===== config.mk =====
export PLATFORM = sky130hd
export DESIGN_NAME = recv_control
export DESIGN_NICKNAME = d
export VERILOG_FILES = /design/src/rtl/recv_pkg.sv /design/src/rtl/recv_control_sat_counter16.sv /design/src/rtl/recv_control.sv
export SDC_FILE = /design/constraint.sdc
export NUM_CORES = 1
export LEC_CHECK = 0
export CORE_MARGIN = 4
export CORE_UTILIZATION = 40
export DETAILED_ROUTE_END_ITERATION = 7
export PLACE_DENSITY = 0.71
export SLEW_MARGIN = 20
export SYNTH_ARGS = -nofsm -noshare
export SYNTH_HDL_FRONTEND = slang
export SYNTH_SLANG_ARGS = --single-unit

===== constraint.sdc =====
create_clock -name clk125MHz -period 11.4 [get_ports clk125MHz]
set_input_delay 1.14 -clock clk125MHz [delete_from_list [all_inputs] [get_ports clk125MHz]]
set_output_delay 1.14 -clock clk125MHz [all_outputs]
set_load 0.05 [all_outputs]

===== src/rtl/recv_pkg.sv =====
// Shared types, widths and helpers for the receive-side sequencer.
package recv_pkg;

    localparam int SEG_W  = 16;
    localparam int TXID_W = 8;
    localparam int AUX_W  = 8;
    localparam logic [15:0] CNT_MAX = 16'hFFFF;

    typedef enum logic [1:0] {
        S_IDLE,
        S_OPEN,
        S_SCAN,
        S_CLOSE
    } state_t;

    // Segments per group actually tracked: at least 1, never beyond the bitmap depth.
    function automatic logic [SEG_W-1:0] eff_max(input logic [SEG_W-1:0] seg_max,
                                                 input logic [SEG_W-1:0] cap);
        logic [SEG_W-1:0] m;
        m = (seg_max == '0) ? SEG_W'(1) : seg_max;
        return (m > cap) ? cap : m;
    endfunction

endpackage


===== src/rtl/recv_control_sat_counter16.sv =====
// 16-bit counter that adds n when enabled and sticks at all-ones.
module sat_counter16
    import recv_pkg::*;
(
    input  logic        clk,
    input  logic        rst,
    input  logic        en,
    input  logic [15:0] n,
    output logic [15:0] count
);

    logic [16:0] sum;

    assign sum = {1'b0, count} + {1'b0, n};

    always_ff @(posedge clk or posedge rst) begin
        if (rst)
            count <= '0;
        else if (en)
            count <= sum[16] ? CNT_MAX : sum[15:0];
    end

endmodule


===== src/rtl/recv_control.sv =====
// Receive sequencer: keeps the first good copy of each segment per aux group, closes groups
// with a bitmap scan. Optional idle-timeout close is compiled in with RECV_TIMEOUT_EN.
module recv_control
    import recv_pkg::*;
#(
    parameter int unsigned MAX_SEG        = 16,
    parameter int unsigned TIMEOUT_CYCLES = 125000000
) (
    input  logic              clk125MHz,
    input  logic              RST,
    input  logic [SEG_W-1:0]  segment_num_max,
    input  logic [TXID_W-1:0] redundancy,
    input  logic              frame_valid,
    output logic              frame_ready,
    input  logic              frame_crc_ok,
    input  logic [SEG_W-1:0]  rx_segment_num,
    input  logic [TXID_W-1:0] rx_txid,
    input  logic [AUX_W-1:0]  rx_aux,
    output logic              accept,
    output logic [SEG_W-1:0]  accept_segment_num,
    output logic [AUX_W-1:0]  accept_aux,
    output logic              group_done,
    output logic              group_complete,
    output logic [15:0]       dup_count,
    output logic [15:0]       lost_count,
    output logic [15:0]       err_count
);

    localparam int IDX_W = (MAX_SEG > 1) ? $clog2(MAX_SEG) : 1;

    state_t              state, state_n;
    logic [MAX_SEG-1:0]  bitmap, bitmap_n;
    logic [AUX_W-1:0]    cur_aux, cur_aux_n;
    logic [SEG_W-1:0]    pend_seg, pend_seg_n;
    logic [AUX_W-1:0]    pend_aux, pend_aux_n;
    logic                pend_vld, pend_vld_n;
    logic [SEG_W-1:0]    scan_idx, scan_idx_n;
    logic [SEG_W-1:0]    zeros, zeros_n;
    logic [SEG_W-1:0]    cfg_max, cfg_max_n;
    logic [TXID_W-1:0]   cfg_red, cfg_red_n;
    logic                accept_n, done_n, complete_n;
    logic [SEG_W-1:0]    acc_seg_n;
    logic [AUX_W-1:0]    acc_aux_n;
    logic                dup_inc, err_inc, lost_inc;
    logic                hs, bad;
    logic [SEG_W-1:0]    live_max, chk_max;
    logic [TXID_W-1:0]   chk_red;
    logic [IDX_W-1:0]    rx_idx;
`ifdef RECV_TIMEOUT_EN
    logic [31:0]         idle_cnt, idle_n;
`endif

    assign frame_ready = (state == S_IDLE) || (state == S_OPEN);
    assign hs          = frame_valid & frame_ready;
    assign rx_idx      = rx_segment_num[IDX_W-1:0];
    assign live_max    = eff_max(segment_num_max, SEG_W'(MAX_SEG));
    // Before a group opens the live switch settings apply; afterwards the latched ones.
    assign chk_max     = (state == S_IDLE) ? live_max : cfg_max;
    assign chk_red     = (state == S_IDLE) ? redundancy : cfg_red;
    assign bad = !frame_crc_ok || (rx_segment_num >= chk_max) ||
                 (rx_txid == '0) || (rx_txid > chk_red);

    always_comb begin
        state_n    = state;
        bitmap_n   = bitmap;
        cur_aux_n  = cur_aux;
        pend_seg_n = pend_seg;
        pend_aux_n = pend_aux;
        pend_vld_n = pend_vld;
        scan_idx_n = scan_idx;
        zeros_n    = zeros;
        cfg_max_n  = cfg_max;
        cfg_red_n  = cfg_red;
        accept_n   = 1'b0;
        acc_seg_n  = accept_segment_num;
        acc_aux_n  = accept_aux;
        done_n     = 1'b0;
        complete_n = group_complete;
        dup_inc    = 1'b0;
        err_inc    = 1'b0;
        lost_inc   = 1'b0;
`ifdef RECV_TIMEOUT_EN
        idle_n     = '0;
`endif
        case (state)
            S_IDLE: begin
                if (hs) begin
                    if (bad) begin
                        err_inc = 1'b1;
                    end else begin
                        cfg_max_n        = live_max;
                        cfg_red_n        = redundancy;
                        cur_aux_n        = rx_aux;
                        bitmap_n[rx_idx] = 1'b1;
                        accept_n         = 1'b1;
                        acc_seg_n        = rx_segment_num;
                        acc_aux_n        = rx_aux;
                        state_n          = S_OPEN;
                    end
                end
            end
            S_OPEN: begin
                if (hs) begin
                    if (bad) begin
                        err_inc = 1'b1;
                    end else if (rx_aux == cur_aux) begin
                        if (bitmap[rx_idx]) begin
                            dup_inc = 1'b1;
                        end else begin
                            bitmap_n[rx_idx] = 1'b1;
                            accept_n         = 1'b1;
                            acc_seg_n        = rx_segment_num;
                            acc_aux_n        = rx_aux;
                        end
                    end else begin
                        pend_seg_n = rx_segment_num;
                        pend_aux_n = rx_aux;
                        pend_vld_n = 1'b1;
                        scan_idx_n = '0;
                        zeros_n    = '0;
                        state_n    = S_SCAN;
                    end
                end
`ifdef RECV_TIMEOUT_EN
                else if (idle_cnt == 32'(TIMEOUT_CYCLES - 1)) begin
                    pend_vld_n = 1'b0;
                    scan_idx_n = '0;
                    zeros_n    = '0;
                    state_n    = S_SCAN;
                end else begin
                    idle_n = idle_cnt + 32'd1;
                end
`endif
            end
            S_SCAN: begin
                zeros_n = zeros + {{(SEG_W-1){1'b0}}, ~bitmap[scan_idx[IDX_W-1:0]]};
                if (scan_idx == cfg_max - SEG_W'(1)) begin
                    lost_inc   = 1'b1;
                    done_n     = 1'b1;
                    complete_n = (zeros_n == '0);
                    state_n    = S_CLOSE;
                end else begin
                    scan_idx_n = scan_idx + SEG_W'(1);
                end
            end
            S_CLOSE: begin
                bitmap_n = '0;
                if (pend_vld) begin
                    cfg_max_n                      = live_max;
                    cfg_red_n                      = redundancy;
                    cur_aux_n                      = pend_aux;
                    bitmap_n[pend_seg[IDX_W-1:0]]  = 1'b1;
                    accept_n                       = 1'b1;
                    acc_seg_n                      = pend_seg;
                    acc_aux_n                      = pend_aux;
                    pend_vld_n                     = 1'b0;
                    state_n                        = S_OPEN;
                end else begin
                    state_n = S_IDLE;
                end
            end
            default: state_n = S_IDLE;
        endcase
    end

    always_ff @(posedge clk125MHz or posedge RST) begin
        if (RST) begin
            state              <= S_IDLE;
            bitmap             <= '0;
            cur_aux            <= '0;
            pend_seg           <= '0;
            pend_aux           <= '0;
            pend_vld           <= 1'b0;
            scan_idx           <= '0;
            zeros              <= '0;
            cfg_max            <= '0;
            cfg_red            <= '0;
            accept             <= 1'b0;
            accept_segment_num <= '0;
            accept_aux         <= '0;
            group_done         <= 1'b0;
            group_complete     <= 1'b0;
        end else begin
            state              <= state_n;
            bitmap             <= bitmap_n;
            cur_aux            <= cur_aux_n;
            pend_seg           <= pend_seg_n;
            pend_aux           <= pend_aux_n;
            pend_vld           <= pend_vld_n;
            scan_idx           <= scan_idx_n;
            zeros              <= zeros_n;
            cfg_max            <= cfg_max_n;
            cfg_red            <= cfg_red_n;
            accept             <= accept_n;
            accept_segment_num <= acc_seg_n;
            accept_aux         <= acc_aux_n;
            group_done         <= done_n;
            group_complete     <= complete_n;
        end
    end

`ifdef RECV_TIMEOUT_EN
    always_ff @(posedge clk125MHz or posedge RST) begin
        if (RST)
            idle_cnt <= '0;
        else
            idle_cnt <= idle_n;
    end
`endif

    sat_counter16 u_dup (
        .clk   (clk125MHz),
        .rst   (RST),
        .en    (dup_inc),
        .n     (16'd1),
        .count (dup_count)
    );

    sat_counter16 u_lost (
        .clk   (clk125MHz),
        .rst   (RST),
        .en    (lost_inc),
        .n     (zeros_n),
        .count (lost_count)
    );

    sat_counter16 u_err (
        .clk   (clk125MHz),
        .rst   (RST),
        .en    (err_inc),
        .n     (16'd1),
        .count (err_count)
    );

endmodule


==> results of run 1 <==
[registers in the layout, summed over array words and instances, names as in the netlist]
signal,cells
bitmap,16
zeros,16
accept,1
accept_segment_num,16
cur_aux,8
group_complete,1
pend_vld,1
u_lost.count,16
accept_aux,8
u_dup.count,16
pend_aux,8
cfg_max,16
pend_seg,16
scan_idx,16
cfg_red,8
state,2
u_err.count,16
group_done,1
[routing by layer]
metal,GRT usage [%],vias to the layer above,part of all wire (%)
met3,3.04,30,4.1
met4,5.02,0,1.5
met5,0,-,0
li1,-,4293,-
met2,30.7,209,48
met1,25.4,4347,46
[per-stage QoR]
step / util [%] / instance area (sq um) / hold WS (ns) / setup slack (ns) / power, mW
floorplan: - / 10800 / 0.477 / 5.32 / 1.87
global route: 49.8 / 13100 / 0.516 / 4.44 / 3.04
global placement: 47.3 / 12400 / 0.487 / 4.63 / 2.20
detailed placement: 47.3 / 12400 / 0.494 / 4.44 / 2.24
finish: 49.8 / 13100 / 0.509 / 4.87 / 2.85
CTS: 49.7 / 13100 / 0.511 / 4.91 / 2.86
[final cells by class]
type	instances	area share, %
clock buffers	17	3.25
clock inverters	15	1.53
inverters	31	0.947
multi-input cells	847	45.2
flip-flops and latches	182	34.8
well taps	335	3.20
repair buffers	145	11.1
[cells in the mapped netlist (all sizes together), types with 31 or more instances]
library cell,number
a21oi,112
clkbuf,50
dfrtp,182
ha,50
inv,31
mux2,49
mux2i,40
nand2,88
nand3,43
nor2,73
o21ai,59
xnor2,33
[critical path, cell delays in order]
cell	delay (ns)
clkdlybuf4s50_1	0.40
nor4_1	0.39
nand4_1	0.23
nor2_1	0.17
mux2i_1	0.10
ha_1	0.31
a211oi_1	0.21
a21oi_1	0.11
o21ai_0	0.42
a31o_2	0.30
nand2_1	0.07
buf_4	0.27
a32o_1	0.29
ha_1	0.21
inv_1	0.07
fa_1	0.20
nor2b_1	0.07
o31a_1	0.27
o22ai_1	0.29
o311ai_0	0.22
or3_1	0.33
a31oi_1	0.34
nand2_4	0.19
o22a_1	0.23
[logic make-up (layout without fill, tap and decap cells)]
family | Yosys count | after routing | synth area share, %
adder cells (fa/ha/maj) | 51 | 51 | 5.98
XOR/XNOR | 51 | 51 | 4.14
multiplexers | 99 | 99 | 10.9
AND/OR/NAND/NOR | 363 | 363 | 17.3
flip-flops | 182 | 182 | 42.2
AO/OA/AOI/OAI | 283 | 283 | 16.1
buffers and inverters | 93 | 208 | 3.44
[worst max-delay path by stage]
stage,end,cells past startpoint
after floorplan,accept,1
after global placement,u_lost.count[3],24
after detailed placement,u_lost.count[15],24
after CTS,u_lost.count[15],24
after global routing,u_lost.count[15],26
final,u_lost.count[15],24
[power by group through the flow]
stage	Combinational (mW)	Clock (mW)	Sequential, mW
after floorplan	0.752	0	1.12
after global placement	1.22	0	0.976
after detailed placement	1.25	0	0.989
after CTS	1.25	0.630	0.977
after global routing	1.38	0.655	1.00
final	1.26	0.613	0.976
==> results.txt, run 1 <==
----------------------------------------------------
[Route]
  Per-cell routed wire length ... between 15 and 20 um
  Detail Route Antenna Nets ... 0
  Overall via count from detail_route ... slightly below 9000
  Initial DRT Pass Iterations ... 7
  Total routed wirelength ... 26.7 mm
  Vias per std cell ... between 5 and 6
  Post-route DRC ... 0
  First-iteration detailed-routing DRC count ... ~630

[Clocking]
  Clock insertion delay at the later pin of the skew report ... 0.45 ns
  Post-CTS setup-driven buffer insertion count ... 0
  Buffer levels on the longest clock path ... 2
  Cts bufs inserted ... 17
  TritonCTS Sinks ... about 180
  Hold_buf cts ... 0
  Clock root buffer ... clkbuf_16
  Clock-pin transition on the worst setup and hold timing paths ... approximately 0.070 ns
  Number of gates resized after CTS ... 0
  H-tree Lvls ... 4
  CTS tree ... built

[Yosys]
  Synth Register Bits ... roughly 180
  Synth top area share ... a little over two fifths
  Post-synthesis sequential area ratio ... 42.2%
  FFs w/ async S/R, synth ... 100%
  Post-synthesis instance area ... 0.0108 sq mm
  Post-synth EDFFs ... 0
  Synth Instances ... between 1000 and 1500
  Library cells used by synthesis ... about 70
  Synth Warn # ... 0
  Commonest register cell after synthesis ... dfrtp_1
  Post-Synthesis Net Count ... around 1200
  Main area contributors after synthesis ... dfrtp_1 42%, ha_1 5.8%, a21oi_1 5.2%, mux2_2 5.1%, mux2i_1 3.7%
  Yosys top cell by area ... dfrtp_1
  Mean instance size in the synthesized netlist ... just under 10 sq um

[Finish]
  Net total in the final layout ... 1335
  Fillcell total ... 2420
  FF/Latch Area ... 0.00455 sq mm
  Area growth syn-to-layout ... 21.2%
  Number of non-filler instances in the completed layout ... around 1600
  Most common library cell in the layout ignoring fill and taps ... dfrtp_1
  Fraction of layout cells with a size suffix above 1 ... about a tenth
  Commonest non-fill, non-tap cells in the layout ... 182 x dfrtp_1, 135 x clkdlybuf4s50_1, 111 x a21oi_1
  Antenna diode count ... 0
  Footprint of the multi-input gates ... around 0.0059 sq mm

[Critical path]
  Reg2Reg Setup Slack ... about 5.2 ns
  Number of cells on the worst reg-to-reg path ... 24
  Endpoint required time on the critical path ... around 12 ns
  Peak fanout along the critical path ... 34
  First element of the critical path ... segment_num_max[8]
  Type of origin of the critical path ... primary input
  Reg2reg end ... u_lost.count[15]
  Capturing element type of the critical path ... flip-flop
  WS Path Type ... in -> reg
  Start of the worst register-to-register path ... state[0]
  Arrival @ worst endpoint ... roughly 7 ns

[Timing]
  Fmax ... between 150 and 200 MHz
  Slew HR ... between 30% and 40%
  Sum of negative setup slack ... 0 ns
  Worst-Margin Slew ... 0.992 ns
  Max Clock Skew ... 0.0186 ns
  Unrepaired setup endpoints after global routing ... no
  Tmin final ... 6.53 ns
  Period utilization ... between 50 and 60%
  Number of pins exceeding their max-slew limit in the final report ... 0
  Number of hold violations in the final report ... 0
  Final setup vio count ... 0

[Global route]
  First-pass GRT wire length ... roughly 45 mm
  Antenna violations before repair ... 0
  Congestion Overflow GR ... 0
  Maximum number of pins on one net before global-route repair ... approximately 110
  Number of global-route vias before repair ... around 9000
  Gr usage total ... 18.6%

[Floorplan]
  Count of pins on the block boundary ... ~140
  Chip width ... ~170 um
  Die Area ... around 0.030 sq mm
  Placeable Area ... between 0.02 and 0.03 sq mm
  Placement row count ... 59
  Starting density of the core ... 41.1%
  Vertical die dimension ... 172 um

[Power and ir drop]
  Switching component of the power ... 1.23 mW
  Peak supply drop ... 0.115 mV
  Cell Int Power ... about 1.6 mW
  Combinational share of power ... 44.2%
  Sequential cell fraction of total power ... approximately 34%
  Net switching share of the total power ... between 40 and 50%
  Power density over cell area ... 218 mW/mm^2
  Leakage ... 5.51 nW
  Proportion of power drawn by the clock network ... between 20% and 30%

[Flow run]
  Maximum Capacitance Violations ... 0

[Min path]
  Worst hold start ... cfg_red[7]
  Worst Hold Depth ... 1
  Endpoint with the worst hold slack ... cfg_red[7]
  Tightest Hold Check Type ... reg -> reg

[Placement]
  Cell Count Post-Placement ... 1539
  Detailed placement HPWL ... roughly 19 mm
  Final GP Congestion ... between 0.8 and 0.9
  Port buffer count ... ~140

[Status]
  Status ... complete, no violations

----------------------------------------------------
No activity file was read; power rests on OpenSTA's default activity.
==> inputs of run 2 (changes only) <==
- clock period: 11.4 -> 6.3 ns (I/O delays scaled with it)
==> run 2 against run 1 <==
Combinational power grew 82%. Cell area grew 0.48%. Worst setup slack got worse by 4.4 ns. Flip-flop and latch count unchanged. Power rose by 82%. Register-to-register slack lost 4.7 ns. Clock skew grew 0.0020 ns. Cell count is 0.64% higher. Utilization increased by 0.24 points. Hold slack worse by 0.00066 ns. First-iteration DRC count grew 0.80%. Non-clock buffer count up 10. Critical path type is now reg -> reg. Critical endpoint is now u_lost.count[7]. Largest cell class unchanged.
==> results.txt, run 2 (synthesis results as in run 1) <==
----------------------------------------------------
[Placement]
  Port buffer count ... 135 (unchanged)
  Final GP Congestion ... 0.876 (was 0.877)
  Dpl cell area ... 0.0125 sq mm (was 0.0124 sq mm)
  Detailed placement HPWL ... 19.2 mm (was 19.0 mm)

[Route]
  Per-cell routed wire length ... 16.8 um (was 17.0 um)
  Detail Route Antenna Nets ... 0 (unchanged)
  Total routed wirelength ... 26.6 mm (was 26.7 mm)
  First-iteration detailed-routing DRC count ... 633 (was 628)
  Post-route DRC ... 0 (unchanged)
  Overall via count from detail_route ... 9015 (was 8879)
  Vias per std cell ... 5.70 (was 5.65)
  Initial DRT Pass Iterations ... 7 (unchanged)

[Floorplan]
  Starting density of the core ... 41.1% (unchanged)
  Placement row count ... 59 (unchanged)
  Placeable Area ... 0.0263 sq mm (unchanged)
  Chip width ... 172 um (unchanged)
  Die Area ... 0.0297 sq mm (unchanged)
  Vertical die dimension ... 172 um (unchanged)
  Count of pins on the block boundary ... 136 (unchanged)

[Min path]
  Worst hold start ... cfg_red[1] (was cfg_red[7])
  Tightest Hold Check Type ... reg -> reg (unchanged)

[Finish]
  Net total in the final layout ... 1345 (was 1335)
  Fraction of layout cells with a size suffix above 1 ... 10.4% (was 9.62%)
  Share of the core filled with cells ... 50.0% (was 49.8%)
  Commonest non-fill, non-tap cells in the layout ... 181 x dfrtp_1, 135 x clkdlybuf4s50_1, 111 x a21oi_1 (was 182 x dfrtp_1, 135 x clkdlybuf4s50_1, 111 x a21oi_1)
  Most common library cell in the layout ignoring fill and taps ... dfrtp_1 (unchanged)
  Fillcell total ... 2382 (was 2420)
  Layout Cell Area excl Fill ... 0.0131 sq mm (about the same)
  Antenna diode count ... 0 (unchanged)
  Area growth syn-to-layout ... 21.7% (was 21.2%)

[Critical path]
  Reg2Reg Setup Slack ... 0.44 ns (was 5.18 ns)
  Endpoint required time on the critical path ... 6.63 ns (was 11.72 ns)
  First element of the critical path ... state[0] (was segment_num_max[8])
  Highest cell delay on the worst timing path ... 0.44 ns (was 0.42 ns)
  Cells traversed along the worst timing path ... inv_1 -> ha_2 -> buf_4 -> nand2b_1 -> ha_1 -> and2_1 -> a221oi_1 -> nand2_1 -> o21ai_0 -> a31o_2 -> nand2_1 -> buf_4 -> nand2_1 -> o21ai_0 -> ha_1 -> or4_1 -> o22ai_1 -> o311ai_0 -> or3_1 -> a31oi_1 -> nand2_4 -> o22a_1 (was clkdlybuf4s50_1 -> nor4_1 -> nand4_1 -> nor2_1 -> mux2i_1 -> ha_1 -> a211oi_1 -> a21oi_1 -> o21ai_0 -> a31o_2 -> nand2_1 -> buf_4 -> a32o_1 -> ha_1 -> inv_1 -> fa_1 -> nor2b_1 -> o31a_1 -> o22ai_1 -> o311ai_0 -> or3_1 -> a31oi_1 -> nand2_4 -> o22a_1)
  Slowest CP cell ... dfrtp_1 (was o21ai_0)
  Start of the worst register-to-register path ... state[0] (unchanged)
  Arrival @ worst endpoint ... 6.19 ns (was 6.85 ns)
  Type of origin of the critical path ... flip-flop (was primary input)
  Peak fanout along the critical path ... 27 (was 34)
  WS Path Type ... reg -> reg (was in -> reg)
  Critical path buffers and inverters ... 3 (unchanged)
  Top delay family on crit path ... compound AO/OA/AOI/OAI gates (unchanged)
  Capturing element type of the critical path ... flip-flop (unchanged)
  Crit-path most repeated cell ... nand2_1 (was ha_1)

[Clocking]
  Buffer levels on the longest clock path ... 2 (unchanged)
  Hold_buf cts ... 0 (unchanged)
  Clock-pin transition on the worst setup and hold timing paths ... 0.08 ns (was 0.07 ns)
  Cts bufs inserted ... 17 (unchanged)
  Clock insertion delay at the later pin of the skew report ... 0.45 ns (about the same)
  Number of gates resized after CTS ... 0 (unchanged)
  Post-CTS setup-driven buffer insertion count ... 0 (unchanged)
  H-tree Lvls ... 4 (unchanged)
  CTS tree ... built (unchanged)
  Clock root buffer ... clkbuf_16 (unchanged)
  TritonCTS Sinks ... 182 (unchanged)

[Timing]
  Number of hold violations in the final report ... 0 (unchanged)
  Worst-Margin Slew ... 1.13 ns (was 0.992 ns)
  Fmax ... ~170 MHz
  Max Clock Skew ... 0.0206 ns (was 0.0186 ns)
  Final setup vio count ... 0 (unchanged)
  Tmin final ... 5.86 ns
  Slew HR ... 24.1% (was 33.9%)
  Sum of negative setup slack ... 0 ns (unchanged)
  Unrepaired setup endpoints after global routing ... no (unchanged)
  Number of pins exceeding their max-slew limit in the final report ... 0 (unchanged)
  Period utilization ... 93.1%

[Flow run]
  Maximum Capacitance Violations ... 0 (unchanged)

[Power and ir drop]
  Power density over cell area ... 394 mW/mm^2 (was 218 mW/mm^2)
  Leakage ... 5.58 nW (was 5.51 nW)
  Peak supply drop ... 0.195 mV (was 0.115 mV)

[Global route]
  First-pass GRT wire length ... 44.5 mm (was 45.2 mm)
  Maximum number of pins on one net before global-route repair ... 66 (was 111)
  Antenna violations before repair ... 0 (unchanged)
  Congestion Overflow GR ... 0 (unchanged)
  Gr usage total ... 18.3% (was 18.6%)
  Number of global-route vias before repair ... 8918 (was 8981)

[Status]
  Status ... complete, no violations (unchanged)

----------------------------------------------------
==> run 2: cell count changes in the layout (fill, tap and decap cells not counted), sizes merged <==
| cell | change |
|---|---|
| clkinv | -2 |
| inv | +3 |
| clkinvlp | -1 |
| buf | +10 |
==> run 2: final cells by class <==
| type | instances | area, sq um | share of cell area, % |
|---|---|---|---|
| Timing Repair Buffer | 155 | 1500 | 11.4 |
| Clock inverter | 15 | 206 | 1.57 |
| Sequential cell | 182 | 4560 | 34.6 |
| Clock buffer | 17 | 425 | 3.24 |
| Inverter | 31 | 121 | 0.923 |
| Multi-Input combinational cell | 847 | 5920 | 45.0 |
| Tap cell | 335 | 419 | 3.19 |
==> run 2: path summary, 6_finish.rpt <==
check                                   to  cells after the start
hold reg to reg                 cfg_red[1]                      1
setup reg to reg           u_lost.count[7]                     22
hold / removal                  cfg_red[1]                      1
min in group asynchronous  u_dup.count[10]                      2
max in group asynchronous       cfg_max[3]                      3
setup / recovery           u_lost.count[7]                     22
==> run 2: worst register-to-register path, stage by stage, from the launching register on <==
cell	delay [ns]
dfrtp_1	0.44
inv_1	0.11
ha_2	0.41
buf_4	0.29
nand2b_1	0.13
ha_1	0.23
and2_1	0.17
a221oi_1	0.30
nand2_1	0.12
o21ai_0	0.29
a31o_2	0.29
nand2_1	0.20
buf_4	0.30
nand2_1	0.10
o21ai_0	0.12
ha_1	0.28
or4_1	0.40
o22ai_1	0.24
o311ai_0	0.22
or3_1	0.34
a31oi_1	0.33
nand2_4	0.19
o22a_1	0.26
==> run 2: where the power goes <==
part           internal, mW  switching (mW)  total (mW)
Combinational         0.898            1.39        2.29
Sequential             1.49           0.268        1.76
Clock                 0.556           0.567        1.12
Total                  2.95            2.23        5.17
==> run 2: per-layer routing <==
| layer | global-route usage, % | up-vias | routed length (um) |
|---|---|---|---|
| li1 | - | 4343 | - |
| met2 | 30.8 | 208 | 13100 |
| met5 | 0 | - | 0 |
| met3 | 2.95 | 34 | 1000 |
| met1 | 24.8 | 4430 | 12100 |
| met4 | 4.99 | 0 | 440 |
==> run 2: through the flow <==
stage	std cells	setup slack [ns]	hold WS [ns]	total power, mW
after floorplan	1122	0.417	0.477	3.38
after global placement	1550	0.238	0.487	4.00
after detailed placement	1550	0.0650	0.494	4.06
after CTS	1582	0.218	0.512	5.20
after global routing	1582	0.0464	0.518	5.51
final	1582	0.437	0.509	5.17
==> inputs of run 3 (changes only) <==
- PLACE_DENSITY: 0.71 -> 0.73
- clock period: 6.3 -> 5.23 ns (I/O delays scaled with it)
==> run 3 against run 2 <==
Utilization increased by 2.2 points. Register-to-register slack worse by 0.18 ns. Count of clock-buffer cells in the layout increased by 2. Non-clock buffer count increased by 51. Largest power group unchanged. Critical endpoint is now u_lost.count[2].
==> results.txt, run 3 (synthesis results as in run 1) <==
----------------------------------------------------
[Timing]
  Number of hold violations in the final report ... 0 (unchanged)
  Tmin final ... around 5.1 ns
  Period utilization ... 97.6%
  Fmax ... 196 MHz
  Slew HR ... 24.0% (was 24.1%)
  Worst-Margin Slew ... 1.13 ns (about the same)
  Final-layout worst hold slack ... 0.507 ns (was 0.509 ns)
  Max Clock Skew ... 0.0126 ns (was 0.0206 ns)
  Final setup vio count ... 0 (unchanged)
  Number of pins exceeding their max-slew limit in the final report ... 0 (unchanged)

[Clocking]
  Clock insertion delay at the later pin of the skew report ... 0.43 ns (was 0.45 ns)
  Clock root buffer ... clkbuf_16 (unchanged)
  Hold_buf cts ... 0 (unchanged)
  CTS tree ... built (unchanged)
  Buffer levels on the longest clock path ... 2 (unchanged)
  Clock-pin transition on the worst setup and hold timing paths ... 0.07 ns (was 0.08 ns)
  H-tree Lvls ... 4 (unchanged)
  TritonCTS Sinks ... 182 (unchanged)
  Cts bufs inserted ... 17 (unchanged)

[Critical path]
  Cells traversed along the worst timing path ... clkdlybuf4s50_1 -> nor4_2 -> nand4_1 -> nor2_1 -> mux2i_1 -> ha_1 -> a211oi_2 -> a21oi_2 -> o21ai_2 -> a31o_4 -> nand2_8 -> a32o_2 -> ha_2 -> inv_2 -> fa_2 -> nor2b_1 -> o31a_1 -> o22ai_2 -> o311ai_2 -> or3_4 -> a31oi_4 -> nand2_4 -> o22a_1 (was inv_1 -> ha_2 -> buf_4 -> nand2b_1 -> ha_1 -> and2_1 -> a221oi_1 -> nand2_1 -> o21ai_0 -> a31o_2 -> nand2_1 -> buf_4 -> nand2_1 -> o21ai_0 -> ha_1 -> or4_1 -> o22ai_1 -> o311ai_0 -> or3_1 -> a31oi_1 -> nand2_4 -> o22a_1)
  WS Path Type ... in -> reg (was reg -> reg)
  Endpoint required time on the critical path ... 5.54 ns (was 6.63 ns)
  Type of origin of the critical path ... primary input (was flip-flop)
  Number of cells on the worst reg-to-reg path ... 24 (was 22)
  Highest cell delay on the worst timing path ... 0.41 ns (was 0.44 ns)
  Peak fanout along the critical path ... 9 (was 27)
  Start of the worst register-to-register path ... state[0] (unchanged)
  Slowest CP cell ... clkdlybuf4s50_1 (was dfrtp_1)
  Reg2Reg Setup Slack ... 0.26 ns (was 0.44 ns)
  Capturing element type of the critical path ... flip-flop (unchanged)
  Reg2reg end ... u_lost.count[2] (was u_lost.count[7])
  Arrival @ worst endpoint ... 5.41 ns (was 6.19 ns)

[Finish]
  Most common library cell in the layout ignoring fill and taps ... dfrtp_1 (unchanged)
  Net total in the final layout ... 1397 (was 1345)
  Commonest non-fill, non-tap cells in the layout ... 181 x dfrtp_1, 132 x clkdlybuf4s50_1, 110 x a21oi_1 (was 181 x dfrtp_1, 135 x clkdlybuf4s50_1, 111 x a21oi_1)
  Fillcell total ... 2312 (was 2382)
  Area growth syn-to-layout ... 27.0% (was 21.7%)
  Antenna diode count ... 0 (unchanged)
  FF/Latch Area ... 0.00456 sq mm (unchanged)
  Footprint of the multi-input gates ... 0.00605 sq mm (was 0.00592 sq mm)
  Fraction of layout cells with a size suffix above 1 ... 15.4% (was 10.4%)

[Floorplan]
  Die Area ... 0.0297 sq mm (unchanged)
  Starting density of the core ... 41.1% (unchanged)
  Vertical die dimension ... 172 um (unchanged)
  Chip width ... 172 um (unchanged)
  Placeable Area ... 0.0263 sq mm (unchanged)
  Placement row count ... 59 (unchanged)
  Count of pins on the block boundary ... 136 (unchanged)

[Power and ir drop]
  Overall power consumption ... 6.49 mW (was 5.17 mW)
  Power density over cell area ... 473 mW/mm^2 (was 394 mW/mm^2)
  Leakage ... 5.91 nW (was 5.58 nW)
  Peak supply drop ... 0.228 mV (was 0.195 mV)

[Route]
  Detail Route Antenna Nets ... 0 (unchanged)
  Vias per std cell ... 5.70 (about the same)
  Overall via count from detail_route ... 9312 (was 9015)
  Initial DRT Pass Iterations ... 5 (was 7)
  Total routed wirelength ... 27.9 mm (was 26.6 mm)
  Per-cell routed wire length ... 17.1 um (was 16.8 um)
  First-iteration detailed-routing DRC count ... 927 (was 633)
  Post-route DRC ... 0 (unchanged)

[Flow run]
  Maximum Capacitance Violations ... 0 (unchanged)

[Min path]
  Endpoint with the worst hold slack ... cfg_red[3] (was cfg_red[1])
  Worst hold start ... cfg_red[3] (was cfg_red[1])
  Tightest Hold Check Type ... reg -> reg (unchanged)
  Worst Hold Depth ... 1 (unchanged)

[Global route]
  Maximum number of pins on one net before global-route repair ... 148 (was 66)
  First-pass GRT wire length ... 45.7 mm (was 44.5 mm)
  Gr usage total ... 18.8% (was 18.3%)
  Number of global-route vias before repair ... 9296 (was 8918)
  Congestion Overflow GR ... 0 (unchanged)
  Antenna violations before repair ... 0 (unchanged)

[Placement]
  Final GP Congestion ... 0.894 (was 0.876)
  Port buffer count ... 135 (unchanged)
  Detailed placement HPWL ... 19.5 mm (was 19.2 mm)

[Status]
  Status ... complete, no violations (unchanged)

----------------------------------------------------
==> run 3: changes by cell type in the layout (fill, tap and decap cells not counted), sizes merged, moves of 3 or more <==
cell,before,now
buf,20,70
bufinv,0,4
clkbuf,17,20
clkdlybuf4s50,135,132
clkinv,6,2
dlymetal6s2s,0,3
inv,40,36
==> run 3: layout make-up <==
cell class,count,area share [%]
multi-input cells,848,44.1
flip-flops and latches,182,33.2
repair buffers,206,14.1
clock buffers,19,3.30
well taps,335,3.06
clock inverters,12,1.38
inverters,31,0.876
==> run 3: power by group <==
part           switching [mW]  internal (mW)
registers               0.318           1.80
logic                    1.74           1.21
clock network           0.583          0.835
total                    2.64           3.85
==> run 3: metrics by stage <==
step	setup slack [ns]	area (sq um)	TNS [ns]	utilization [%]	instances
global route	-0.0609	13700	-0.722	52.2	1633
floorplan	0.0257	10800	0	-	1122
finish	0.128	13700	0	52.2	1633
global placement	-0.365	12900	-5.62	49.2	1598
detailed placement	-0.610	12900	-9.45	49.2	1598
CTS	0.00792	13600	0	51.7	1629
==> run 3: critical path: cells and delay by family <==
family | cells | cell delay [ns]
buf+inv | 2 | 0.47
fa+ha+maj | 3 | 0.70
simple gates | 7 | 1.46
compound gates | 10 | 2.15
mux | 1 | 0.11
==> run 3: worst max path at each step <==
stage / slack, ns / end / from
after global placement: -0.37 / u_lost.count[2] / segment_num_max[5]
after CTS: 0.008 / u_lost.count[2] / segment_num_max[0]
after floorplan: 0.03 / u_lost.count[11] / state[0]
final: 0.13 / u_lost.count[2] / segment_num_max[8]
after detailed placement: -0.61 / u_lost.count[13] / segment_num_max[5]
after global routing: -0.06 / u_lost.count[10] / segment_num_max[9]
==> run 3: layer usage <==
| layer | global-route usage (%) | routed length [um] |
|---|---|---|
| met2 | 31.5 | 13700 |
| met3 | 2.74 | 1280 |
| met4 | 5.98 | 524 |
| met5 | 0 | 0 |
| met1 | 25.1 | 12400 |
==> run 3: timing repair <==
| action | in CTS | in global routing |
|---|---|---|
| gates resized for setup | 4 | 27 |
| setup endpoints to repair | 16 | 16 |
| pin swaps | 0 | 22 |
| cloned | 0 | 2 |
| setup buffers | 0 | 2 |
| hold endpoints to repair | 0 | 0 |
